<file path="config.mk">
export PLATFORM = sky130hd
export DESIGN_NAME = pipe_ctrl
export DESIGN_NICKNAME = d
export VERILOG_FILES = /design/src/rtl/pipe_ctrl.sv
export SDC_FILE = /design/constraint.sdc
export NUM_CORES = 1
export LEC_CHECK = 0
export CAP_MARGIN = 5
export CELL_PAD_IN_SITES_DETAIL_PLACEMENT = 1
export CELL_PAD_IN_SITES_GLOBAL_PLACEMENT = 1
export CORE_ASPECT_RATIO = 0.5
export CORE_MARGIN = 2
export CORE_UTILIZATION = 36
export CTS_BUF_LIST = sky130_fd_sc_hd__clkbuf_16
export DETAILED_ROUTE_END_ITERATION = 6
export PLACE_DENSITY = 0.77
export SLEW_MARGIN = 20
export SYNTH_ARGS = -nofsm -noshare
export SYNTH_HDL_FRONTEND = slang
export SYNTH_SLANG_ARGS = --single-unit
</file>
<file path="constraint.sdc">
create_clock -name clk -period 2.9 [get_ports clk]
set_input_delay 0.435 -clock clk [delete_from_list [all_inputs] [get_ports clk]]
set_output_delay 0.435 -clock clk [all_outputs]
set_load 0.1 [all_outputs]
</file>
<file path="src/rtl/pipe_ctrl.sv">
`default_nettype none
// ============================================================================
// Module   : pipe_ctrl
// Brief    : Y86-64 five-stage pipeline control. Generates stall/bubble
//            controls for load/use, ret and mispredict hazards, gates the
//            condition-code write on exceptions, runs a RUN/HALTED machine
//            and keeps free-running performance counters.
// Revision : 1.0 - initial release
// ============================================================================
module pipe_ctrl #(
    parameter int CNT_W = 32
) (
    input  logic             clk,
    input  logic             reset,
    input  logic [3:0]       D_icode,
    input  logic [3:0]       d_srcA,
    input  logic [3:0]       d_srcB,
    input  logic [3:0]       E_icode,
    input  logic [3:0]       E_dstM,
    input  logic             e_Cnd,
    input  logic [3:0]       M_icode,
    input  logic [2:0]       m_stat,
    input  logic [2:0]       W_stat,
    input  logic [3:0]       W_icode,
    output logic             F_stall,
    output logic             D_stall,
    output logic             W_stall,
    output logic             D_bubble,
    output logic             E_bubble,
    output logic             M_bubble,
    output logic             set_cc,
    output logic [2:0]       cpu_stat,
    output logic             halted,
    output logic [CNT_W-1:0] cyc_cnt,
    output logic [CNT_W-1:0] ret_cnt,
    output logic [CNT_W-1:0] lu_cnt,
    output logic [CNT_W-1:0] mp_cnt,
    output logic [CNT_W-1:0] bub_cnt
);

    // Instruction codes used by the hazard logic
    localparam logic [3:0] c_I_JXX    = 4'h7;
    localparam logic [3:0] c_I_RET    = 4'h9;
    localparam logic [3:0] c_I_MRMOVQ = 4'h5;
    localparam logic [3:0] c_I_POPQ   = 4'hB;
    localparam logic [3:0] c_I_OPQ    = 4'h6;
    localparam logic [3:0] c_REG_NONE = 4'hF;

    // Status codes
    localparam logic [2:0] c_S_BUB = 3'd0;
    localparam logic [2:0] c_S_AOK = 3'd1;

    // Run/halt state encoding
    localparam logic [0:0] c_ST_RUN    = 1'b0;
    localparam logic [0:0] c_ST_HALTED = 1'b1;

    localparam logic [CNT_W-1:0] c_CNT_ONE = {{(CNT_W-1){1'b0}}, 1'b1};

    logic [0:0]       r_state;
    logic [2:0]       r_cpu_stat;
    logic [CNT_W-1:0] r_cyc_cnt;
    logic [CNT_W-1:0] r_ret_cnt;
    logic [CNT_W-1:0] r_lu_cnt;
    logic [CNT_W-1:0] r_mp_cnt;
    logic [CNT_W-1:0] r_bub_cnt;

    logic w_load_use;
    logic w_ret_pend;
    logic w_mispred;
    logic w_m_exc;
    logic w_w_exc;
    logic w_run;
    logic w_use_run_eq;

    // Exception status: HLT, ADR or INS
    function automatic logic f_exc(input logic [2:0] s);
        return (s == 3'd2) || (s == 3'd3) || (s == 3'd4);
    endfunction

    // W_icode is part of the pipeline interface but no control depends on it
    logic w_unused;
    assign w_unused = ^W_icode;

    assign w_load_use = ((E_icode == c_I_MRMOVQ) || (E_icode == c_I_POPQ)) &&
                        (E_dstM != c_REG_NONE) &&
                        ((E_dstM == d_srcA) || (E_dstM == d_srcB));
    assign w_ret_pend = (D_icode == c_I_RET) || (E_icode == c_I_RET) ||
                        (M_icode == c_I_RET);
    assign w_mispred  = (E_icode == c_I_JXX) && !e_Cnd;
    assign w_m_exc    = f_exc(m_stat);
    assign w_w_exc    = f_exc(W_stat);
    assign w_run      = (r_state == c_ST_RUN);
    // While reset is held the RUN equations apply even if currently halted
    assign w_use_run_eq = w_run || reset;

    // Hazard controls: RUN equations, or a full freeze when halted
    always_comb begin
        F_stall  = 1'b1;
        D_stall  = 1'b1;
        W_stall  = 1'b1;
        D_bubble = 1'b0;
        E_bubble = 1'b0;
        M_bubble = 1'b0;
        set_cc   = 1'b0;
        if (w_use_run_eq) begin
            F_stall  = w_load_use | w_ret_pend;
            D_stall  = w_load_use;
            // load/use holds D, so it suppresses only the ret bubble
            D_bubble = w_mispred | (w_ret_pend & !w_load_use);
            E_bubble = w_mispred | w_load_use;
            M_bubble = w_m_exc | w_w_exc;
            W_stall  = w_w_exc;
            set_cc   = (E_icode == c_I_OPQ) && !w_m_exc && !w_w_exc;
        end
    end

    // Run/halt machine with latched status; reset wins over the halt edge
    always_ff @(posedge clk) begin
        if (reset) begin
            r_state    <= c_ST_RUN;
            r_cpu_stat <= c_S_AOK;
        end else if (w_run && w_w_exc) begin
            r_state    <= c_ST_HALTED;
            r_cpu_stat <= W_stat;
        end
    end

    // Performance counters advance only in RUN and wrap naturally
    always_ff @(posedge clk) begin
        if (reset) begin
            r_cyc_cnt <= '0;
            r_ret_cnt <= '0;
            r_lu_cnt  <= '0;
            r_mp_cnt  <= '0;
            r_bub_cnt <= '0;
        end else if (w_run) begin
            r_cyc_cnt <= r_cyc_cnt + c_CNT_ONE;
            if (w_ret_pend && F_stall) r_ret_cnt <= r_ret_cnt + c_CNT_ONE;
            if (w_load_use)            r_lu_cnt  <= r_lu_cnt + c_CNT_ONE;
            if (w_mispred)             r_mp_cnt  <= r_mp_cnt + c_CNT_ONE;
            if (W_stat == c_S_BUB)     r_bub_cnt <= r_bub_cnt + c_CNT_ONE;
        end
    end

    assign cpu_stat = r_cpu_stat;
    assign halted   = (r_state == c_ST_HALTED);
    assign cyc_cnt  = r_cyc_cnt;
    assign ret_cnt  = r_ret_cnt;
    assign lu_cnt   = r_lu_cnt;
    assign mp_cnt   = r_mp_cnt;
    assign bub_cnt  = r_bub_cnt;

endmodule
`default_nettype wire
</file>
==> flow_metrics.env, run 1 <==
export IMPL_status="complete, no violations"
export IMPL_gp_congestion=0.754
export IMPL_fill_cells=2627
export IMPL_synthTopCellsByCount="164 x dfxtp_1, 137 x nor2_1, 81 x xnor2_1, 56 x nand3_1, 54 x a21oi_1"
export IMPL_period_needed_ns=2.69
export IMPL_synthCells=943
export IMPL_pre_cts_ws_ns=0.107
export IMPL_cts_resized_gates=0
export IMPL_drv_slew=0
export IMPL_rsz0062_at_grt="false"
export IMPL_core_area_sq_mm=0.0217
export IMPL_grt_pass1_wl_mm=40.7
export IMPL_slowest_stage="clkdlybuf4s50_1"
export IMPL_cts_htree_levels=4
export IMPL_numCtsBuffers=17
export IMPL_hold_violations=0
export IMPL_io_pins=208
export IMPL_hpwl_mm=18.3
export IMPL_tightest_slew_ns=1.06
export IMPL_synthTopCellsByArea="dfxtp_1 41%, xnor2_1 8.9%, nor2_1 6.5%"
export IMPL_final_area_sq_mm=0.0107
export IMPL_portBuffers=203
export IMPL_synth_edf_count=0
export IMPL_drive_gt1_frac=0.222
export IMPL_post_route_drc_count=0
export IMPL_finalWirelength_mm=25.3
export IMPL_cap_violations=0
export IMPL_synth_warnings=0
export IMPL_wl_per_cell_microns=17.3
export IMPL_pwr_share_seq=0.465
export IMPL_post_route_period_util=0.927
export IMPL_postCtsSetupBuffers=0
export IMPL_grt_use_total=0.215
export IMPL_crit_chain="clkdlybuf4s50_1 -> and3b_1 -> o211a_1 -> o21ai_2 -> nand2b_1 -> a21oi_4 -> buf_12"
export IMPL_async_reset_ff_frac=0
export IMPL_clk_pin_slew_ns=0.06
export IMPL_crit_path_end_kind="output pin"
export IMPL_slew_headroom=0.295
export IMPL_internal_power_mw=3.71
export IMPL_clock_sinks=164
export IMPL_clkPwrFrac=0.451
export IMPL_final_util=0.493
export IMPL_vias=7759
export IMPL_antenna_cells=0
export IMPL_rrSetupSlack_ns=0.52
export IMPL_synth_area_sq_mm=0.00796
export IMPL_insertion_delay_ns=0.43
export IMPL_p_sw_mw=1.19
export IMPL_hold_path_class="flip-flop to flip-flop"
export IMPL_yosysSeqAreaShare=0.412
export IMPL_dieArea_sq_mm=0.0234
export IMPL_power_mw=4.90
export IMPL_drt_iter0_drc=405
export IMPL_ys_ff_latch=164
export IMPL_clk_path_buf_depth=2
export IMPL_cts_tree="done"
export IMPL_fin_nets=1195
export IMPL_cts_root_buf="clkbuf_16"
export IMPL_crit_buf_inv=2
export IMPL_area_growth_pct=34.3
export IMPL_yosys_area_top_type="dfxtp_1"
export IMPL_fmax_ghz=0.372
export IMPL_yosysTopAreaCellShare=0.412
export IMPL_drtAntennaViolNets=0
export IMPL_grt_max_degree=98
export IMPL_synthesis_nets=985
export IMPL_synth_main_ff_cell="dfxtp_1"
export IMPL_leakagePower_nw=3.89
export IMPL_grt_overflow_total=0
export IMPL_vias_per_cell=5.31
export IMPL_cp_top_family="compound AO/OA/AOI/OAI gates"
export IMPL_swShare=0.243
export IMPL_crit_required_ns=2.47
export IMPL_antenna_found_initial=0
export IMPL_p_per_area_mw_per_mm2=458
export IMPL_die_w_microns=214
export IMPL_setup_viol=0
export IMPL_p_comb_frac=0.084
export IMPL_setup_ws_ns=0.211
export IMPL_yosys_cell_types_count=56
export IMPL_start_util=0.367
export IMPL_ctsHoldBuffers=0
export IMPL_slowest_delay_ns=0.53
export IMPL_max_vdd_ir_drop_uv=315
export IMPL_die_h_microns=109
export IMPL_criticalPathCategory="input pin to output pin"
export IMPL_worstPathMaxFanout=6
export IMPL_syn_area_per_cell_sq_um=8.45
export IMPL_dpl_cell_area_sq_mm=0.0102
export IMPL_cp_start_kind="input pin"
export IMPL_skew_ns=0.00826
export IMPL_num_rows=38
export IMPL_first_pass_iters=5
export IMPL_synth_most_common_cell="dfxtp_1"
export IMPL_arrival_ns=2.25
export IMPL_grt_pass1_vias=7742
==> flip-flops by register name, indices dropped and copies added (netlist names) <==
register	count
cpu_stat	3
cyc_cnt	32
ret_cnt	32
lu_cnt	32
bub_cnt	32
mp_cnt	32
halted	1
==> power groups by stage <==
stage / Clock (mW) / Sequential, mW / Combinational (mW)
floorplan: 0 / 2.41 / 0.173
global placement: 0 / 2.33 / 0.409
detailed placement: 0 / 2.33 / 0.416
CTS: 2.26 / 2.28 / 0.417
global route: 2.37 / 2.28 / 0.435
finish: 2.21 / 2.28 / 0.413
==> worst paths after layout <==
check,end,startpoint,cells past startpoint
max,D_bubble,E_icode[2],7
min,bub_cnt[31],bub_cnt[31],2
max reg2reg,ret_cnt[31],ret_cnt[2],5
min reg2reg,bub_cnt[31],bub_cnt[31],2
==> per-layer routing <==
metal	wire length (microns)	vias up	track usage
met2	13000	113	0.388
met4	369	0	0.0635
met1	11200	3846	0.264
met5	0	-	0
li1	-	3774	-
met3	752	26	0.0427
==> layout make-up <==
class	count	area, sq um	share of cell area
clock buffers	17	425	0.0398
clock inverters	10	121	0.0113
inverters	30	113	0.0105
multi-input cells	706	4450	0.416
flip-flops and latches	164	3290	0.307
well taps	300	375	0.0351
repair buffers	234	1920	0.180
==> through the flow <==
step / setup TNS (ns) / std cells / hold WS [ns]
6_report: 0 / 1461 / 0.489
5_1_grt: 0 / 1461 / 0.518
3_3_place_gp: -0.0198 / 1434 / 0.464
3_5_place_dp: 0 / 1434 / 0.481
2_1_floorplan: 0 / 943 / 0.604
4_1_cts: 0 / 1461 / 0.492
==> layout by cell type, fill, tap and decap left out, types with 13 or more instances in the layout <==
master	Yosys	routed
a21oi_1	54	51
and3_1	14	14
nor4_1	25	24
or3_1	19	19
and4_1	19	19
nand2_1	47	47
o21ai_0	26	25
xor2_1	36	36
inv_1	30	32
nor2_1	137	137
o31ai_1	13	13
dfxtp_1	164	161
nor3_1	33	33
clkbuf_16	0	17
xnor2_1	81	81
clkdlybuf4s50_1	0	31
nand3_1	56	55
buf_4	0	196
nand4_1	44	44
==> worst register-to-register path, stage by stage (launching register included) <==
cell,delay (ns)
dfxtp_1,0.47
nand4_2,0.20
or4_4,0.68
or3_4,0.46
or3_1,0.36
a21oi_1,0.14
==> cells by family after synthesis <==
logic type | Yosys count | synth area share
mux | 7 | 0.00911
xor+xnor | 117 | 0.129
fa+ha+maj | 5 | 0.00786
compound gates | 121 | 0.100
simple gates | 456 | 0.307
buf+inv | 73 | 0.0347
flops | 164 | 0.412
(Power assumes the default switching activity.)
==> inputs of run 2 (changes only) <==
--- a/config.mk
+++ b/config.mk
@@ -10,10 +10,10 @@
 export CELL_PAD_IN_SITES_GLOBAL_PLACEMENT = 1
 export CORE_ASPECT_RATIO = 0.5
 export CORE_MARGIN = 2
-export CORE_UTILIZATION = 36
+export CORE_UTILIZATION = 33
 export CTS_BUF_LIST = sky130_fd_sc_hd__clkbuf_16
 export DETAILED_ROUTE_END_ITERATION = 6
-export PLACE_DENSITY = 0.77
+export PLACE_DENSITY = 0.75
 export SLEW_MARGIN = 20
 export SYNTH_ARGS = -nofsm -noshare
 export SYNTH_HDL_FRONTEND = slang
==> constraint.sdc (replaced) <==
create_clock -name clk -period 2.2 [get_ports clk]
set_input_delay 0.33 -clock clk [delete_from_list [all_inputs] [get_ports clk]]
set_output_delay 0.33 -clock clk [all_outputs]
set_load 0.1 [all_outputs]
==> flow_metrics.env, run 2 (synthesized netlist as in run 1, its figures left out) <==
export IMPL_area_growth_pct=44.2
export IMPL_final_cell_mix="240 x buf_4, 136 x nor2_1, 77 x dfxtp_2"
export IMPL_wl_per_cell_microns=18.0
export IMPL_fin_nets=1241
export IMPL_fill_cells=2805
export IMPL_critPathMostFrequentCell="buf_12"
export IMPL_vias=8059
export IMPL_leakagePower_nw=4.33
export IMPL_instances_no_fill=1527
export IMPL_grt_pass1_wl_mm=44.0
export IMPL_dr_wl_met2_mm=14.1
export IMPL_drive_gt1_frac=0.366
export IMPL_start_util=0.334
export IMPL_antenna_cells=0
export IMPL_layout_commonest_cell="buf_4"
export IMPL_insertion_delay_ns=0.45
export IMPL_power_mw=6.32
export IMPL_max_vdd_ir_drop_uv=382
export IMPL_cts_root_buf="clkbuf_16"
export IMPL_finalWirelength_mm=27.5
export IMPL_p_per_area_mw_per_mm2=550
export IMPL_drt_iter0_drc=419
export IMPL_setup_ws_ns=0.00802
export IMPL_hold_violations=0
export IMPL_wl_met3_microns=913
export IMPL_pre_cts_ws_ns=-0.399
export IMPL_antenna_found_initial=0
export IMPL_tightest_slew_ns=0.898
export IMPL_grt_pass1_vias=8438
export IMPL_cts_htree_levels=4
export IMPL_vias_per_cell=5.28
export IMPL_setup_viol=0
export IMPL_crit_chain="clkdlybuf4s50_1 -> xnor2_2 -> and4_4 -> o21ai_4 -> buf_12 -> a21oi_4 -> buf_12"
export IMPL_crit_buf_inv=3
export IMPL_slowest_stage="clkdlybuf4s50_1"
export IMPL_gp_congestion=0.833
export IMPL_cts_tree="done"
export IMPL_die_w_microns=224
export IMPL_cap_violations=0
export IMPL_skew_ns=0.0111
export IMPL_numCtsBuffers=17
export IMPL_clk_pin_slew_ns=0.06
export IMPL_core_area_sq_mm=0.0238
export IMPL_die_h_microns=114
export IMPL_crit_path_end_kind="output pin"
export IMPL_first_pass_iters=4
export IMPL_portBuffers=203
export IMPL_status="complete, no violations"
export IMPL_drv_slew=0
export IMPL_setup_tns_ns=0
export IMPL_cp_top_family="buffers and inverters"
export IMPL_ctsHoldBuffers=0
export IMPL_clk_path_buf_depth=2
export IMPL_clock_sinks=164
export IMPL_fmax_ghz=0.456
export IMPL_top_layer_used="met4"
export IMPL_post_route_period_util=0.996
export IMPL_criticalPathCategory="input pin to output pin"
export IMPL_arrival_ns=1.86
export IMPL_grt_max_degree=83
export IMPL_drtAntennaViolNets=0
export IMPL_final_area_sq_mm=0.0115
export IMPL_grt_overflow_total=0
export IMPL_io_pins=208
export IMPL_worstPathMaxFanout=4
export IMPL_slew_headroom=0.402
export IMPL_met1_length_mm=11.7
export IMPL_hold_path_class="input pin to flip-flop"
export IMPL_dp_cells=1487
export IMPL_grt_use_total=0.216
export IMPL_slowest_delay_ns=0.52
export IMPL_period_needed_ns=2.19
export IMPL_dpl_cell_area_sq_mm=0.0107
export IMPL_crit_required_ns=1.87
export IMPL_post_route_drc_count=0
export IMPL_hpwl_mm=19.9
export IMPL_num_rows=40
export IMPL_dieArea_sq_mm=0.0255
export IMPL_cp_start_kind="input pin"
-- run 2: power by group --
group	internal, mW	total, mW	leakage (nW)	switching (mW)
Clock	1.48	2.73	0.272	1.26
Sequential	2.95	2.98	1.39	0.0300
Combinational	0.215	0.610	2.66	0.395
-- run 2: repair_timing --
item / 4_1_cts / 5_1_grt
pin swaps: 9 / 9
endpoints found under the hold margin: 0 / 0
resized for setup: 29 / 11
setup endpoints to repair: 6 / 9
setup buffers: 2 / 6
-- run 2: area by class of cell --
class | instances | area, sq um | area share
multi-input cells | 706 | 4660 | 0.406
flip-flops and latches | 164 | 3520 | 0.306
repair buffers | 280 | 2280 | 0.199
clock buffers | 18 | 450 | 0.0392
well taps | 315 | 394 | 0.0343
inverters | 30 | 113 | 0.00981
clock inverters | 14 | 68.8 | 0.00599
-- run 2: final timing paths --
check / start / to / slack [ns] / depth (start not counted)
max: d_srcA[0] / E_bubble / 0.008 / 7
max reg2reg: ret_cnt[8] / ret_cnt[24] / 0.13 / 6
min reg2reg: mp_cnt[1] / mp_cnt[1] / 0.48 / 2
min: reset / mp_cnt[24] / 0.47 / 3
-- run 2: through the flow --
step	hold WS, ns	util
after CTS	0.444	0.478
after detailed placement	0.469	0.451
after global routing	0.471	0.482
after floorplan	0.499	-
after global placement	0.461	0.451
final	0.470	0.482
-- run 2: worst min-delay path, delay by kind of cell --
kind	cells	cell delay, ns
AND/OR/NAND/NOR	1	0.13
buffers and inverters	2	0.41
-- run 2: per-layer routing --
metal  global-route usage  vias to the layer above
met5                    0                        -
met3               0.0456                       54
met4               0.0867                        0
li1                     -                     3875
met2                0.396                      161
met1                0.249                     3969
==> inputs of run 3 (changes only) <==
--- a/config.mk
+++ b/config.mk
@@ -10,10 +10,10 @@
 export CELL_PAD_IN_SITES_GLOBAL_PLACEMENT = 1
 export CORE_ASPECT_RATIO = 0.5
 export CORE_MARGIN = 2
-export CORE_UTILIZATION = 33
-export CTS_BUF_LIST = sky130_fd_sc_hd__clkbuf_16
+export CORE_UTILIZATION = 42
 export DETAILED_ROUTE_END_ITERATION = 6
-export PLACE_DENSITY = 0.75
+export DONT_BUFFER_PORTS = 1
+export PLACE_DENSITY = 0.73
 export SLEW_MARGIN = 20
 export SYNTH_ARGS = -nofsm -noshare
 export SYNTH_HDL_FRONTEND = slang
==> flow_metrics.env, run 3 (synthesized netlist as in run 1, its figures left out) <==
export IMPL_status="complete, no violations"
export IMPL_setup_viol=0
export IMPL_skew_ns=0.00910
export IMPL_crit_required_ns=2.52
export IMPL_arrival_ns=2.52
export IMPL_grt_use_total=0.275
export IMPL_vias=8215
export IMPL_hold_path_class="input pin to flip-flop"
export IMPL_vias_per_cell=5.61
export IMPL_period_needed_ns=2.20
export IMPL_die_h_microns=101
export IMPL_instances_no_fill=1464
export IMPL_final_util=0.617
export IMPL_setup_tns_ns=0
export IMPL_fmax_ghz=0.455
export IMPL_area_growth_pct=43.1
export IMPL_hold_violations=0
export IMPL_p_per_area_mw_per_mm2=569
export IMPL_antenna_cells=0
export IMPL_die_w_microns=199
export IMPL_insertion_delay_ns=0.44
export IMPL_slowest_stage="dlygate4sd3_1"
export IMPL_drive_gt1_frac=0.334
export IMPL_drt_iter0_drc=296
export IMPL_clk_path_buf_depth=2
export IMPL_cts_htree_levels=4
export IMPL_layout_commonest_cell="buf_4"
export IMPL_cts_root_buf="clkbuf_16"
export IMPL_tightest_slew_ns=1.05
export IMPL_rsz0062_at_grt="true"
export IMPL_final_cell_mix="203 x buf_4, 136 x nor2_1, 81 x xnor2_1"
export IMPL_grt_pass1_wl_mm=43.4
export IMPL_drtAntennaViolNets=0
export IMPL_clk_pin_slew_ns=0.07
export IMPL_cap_violations=0
export IMPL_grt_pass1_vias=8595
export IMPL_slowest_delay_ns=0.57
export IMPL_numCtsBuffers=17
export IMPL_gp_congestion=0.846
export IMPL_worstPathMaxFanout=7
export IMPL_fill_cells=2142
export IMPL_num_rows=35
export IMPL_leakagePower_nw=4.34
export IMPL_slew_headroom=0.294
export IMPL_crit_chain="nor4bb_1 -> buf_4 -> o311a_1 -> buf_4 -> nand4_1 -> xnor2_1 -> nor2_1 -> dlygate4sd3_1"
export IMPL_first_pass_iters=5
export IMPL_cts_tree="done"
export IMPL_drv_slew=0
export IMPL_post_route_period_util=0.999
export IMPL_core_area_sq_mm=0.0185
export IMPL_start_util=0.431
export IMPL_dieArea_sq_mm=0.0201
export IMPL_grt_max_degree=171
export IMPL_power_mw=6.48
export IMPL_grt_overflow_total=0
export IMPL_hpwl_mm=18.7
export IMPL_fin_nets=1234
export IMPL_wl_per_cell_microns=19.8
export IMPL_dp_cells=1364
export IMPL_io_pins=208
export IMPL_post_route_drc_count=0
export IMPL_cp_start_kind="input pin"
export IMPL_antenna_found_initial=0
export IMPL_finalWirelength_mm=29.0
export IMPL_crit_path_end_kind="flip-flop"
export IMPL_clock_sinks=164
export IMPL_max_vdd_ir_drop_uv=517
export IMPL_critPathMostFrequentCell="buf_4"
export IMPL_portBuffers=0
export IMPL_criticalPathCategory="input pin to flip-flop"
[run 3: cell types whose count changed in the layout (fill, tap and decap cells not counted), sizes merged, moves of 2 or more]
cell,change
buf,-33
dlygate4sd3,+55
inv,-3
clkinv,-4
dlymetal6s4s,+2
clkbuf,+3
bufinv,+3
dlygate4sd2,-10
dlymetal6s2s,-4
clkdlybuf4s50,-17
[run 3: worst max-delay path: cells and delay by family]
kind / cells / cell delay [ns]
buf+inv: 3 / 1.00
simple gates: 3 / 0.73
xor+xnor: 1 / 0.25
compound gates: 1 / 0.21
[run 3: area by class of cell]
type	instances	area [sq um]	area share
Clock buffer	21	450	0.0395
Multi-Input combinational cell	706	4550	0.399
Clock inverter	11	134	0.0118
Timing Repair Buffer	273	2310	0.202
Inverter	30	113	0.00988
Tap cell	259	324	0.0284
Sequential cell	164	3520	0.309
[run 3: metrics by stage]
step,setup WS (ns),cell area [sq um],hold WS (ns)
after floorplan,-0.113,8310,0.499
after global placement,0.214,10100,0.404
after detailed placement,0.106,10100,0.407
after CTS,0.0110,11200,-0.0647
after global routing,-0.101,11400,0.0163
final,0.00196,11400,0.0556
[run 3: what timing repair did]
item | in CTS | in global routing
buffers inserted | 0 | 10
setup endpoints to repair | 0 | 23
hold buffers | 57 | 2
hold endpoints to repair | 159 | 88
gates resized for setup | 0 | 22
[run 3: worst paths after layout]
check / from / to / slack (ns) / cells past startpoint
setup / recovery: E_icode[1] / ret_cnt[14] / 0.002 / 8
setup reg to reg: halted / ret_cnt[14] / 0.002 / 7
hold reg to reg: lu_cnt[15] / lu_cnt[15] / 0.50 / 2
hold / removal: reset / cpu_stat[0] / 0.06 / 1
[run 3: layer usage]
metal / GRT usage / part of all wire
met3: 0.0803 / 0.058
met1: 0.307 / 0.41
met2: 0.500 / 0.51
met5: 0 / 0
met4: 0.106 / 0.024
[run 3: power breakdown]
group	leakage, nW	switching, mW	internal [mW]
clock network	0.286	1.22	1.80
registers	1.39	0.0187	2.95
logic	2.67	0.342	0.154
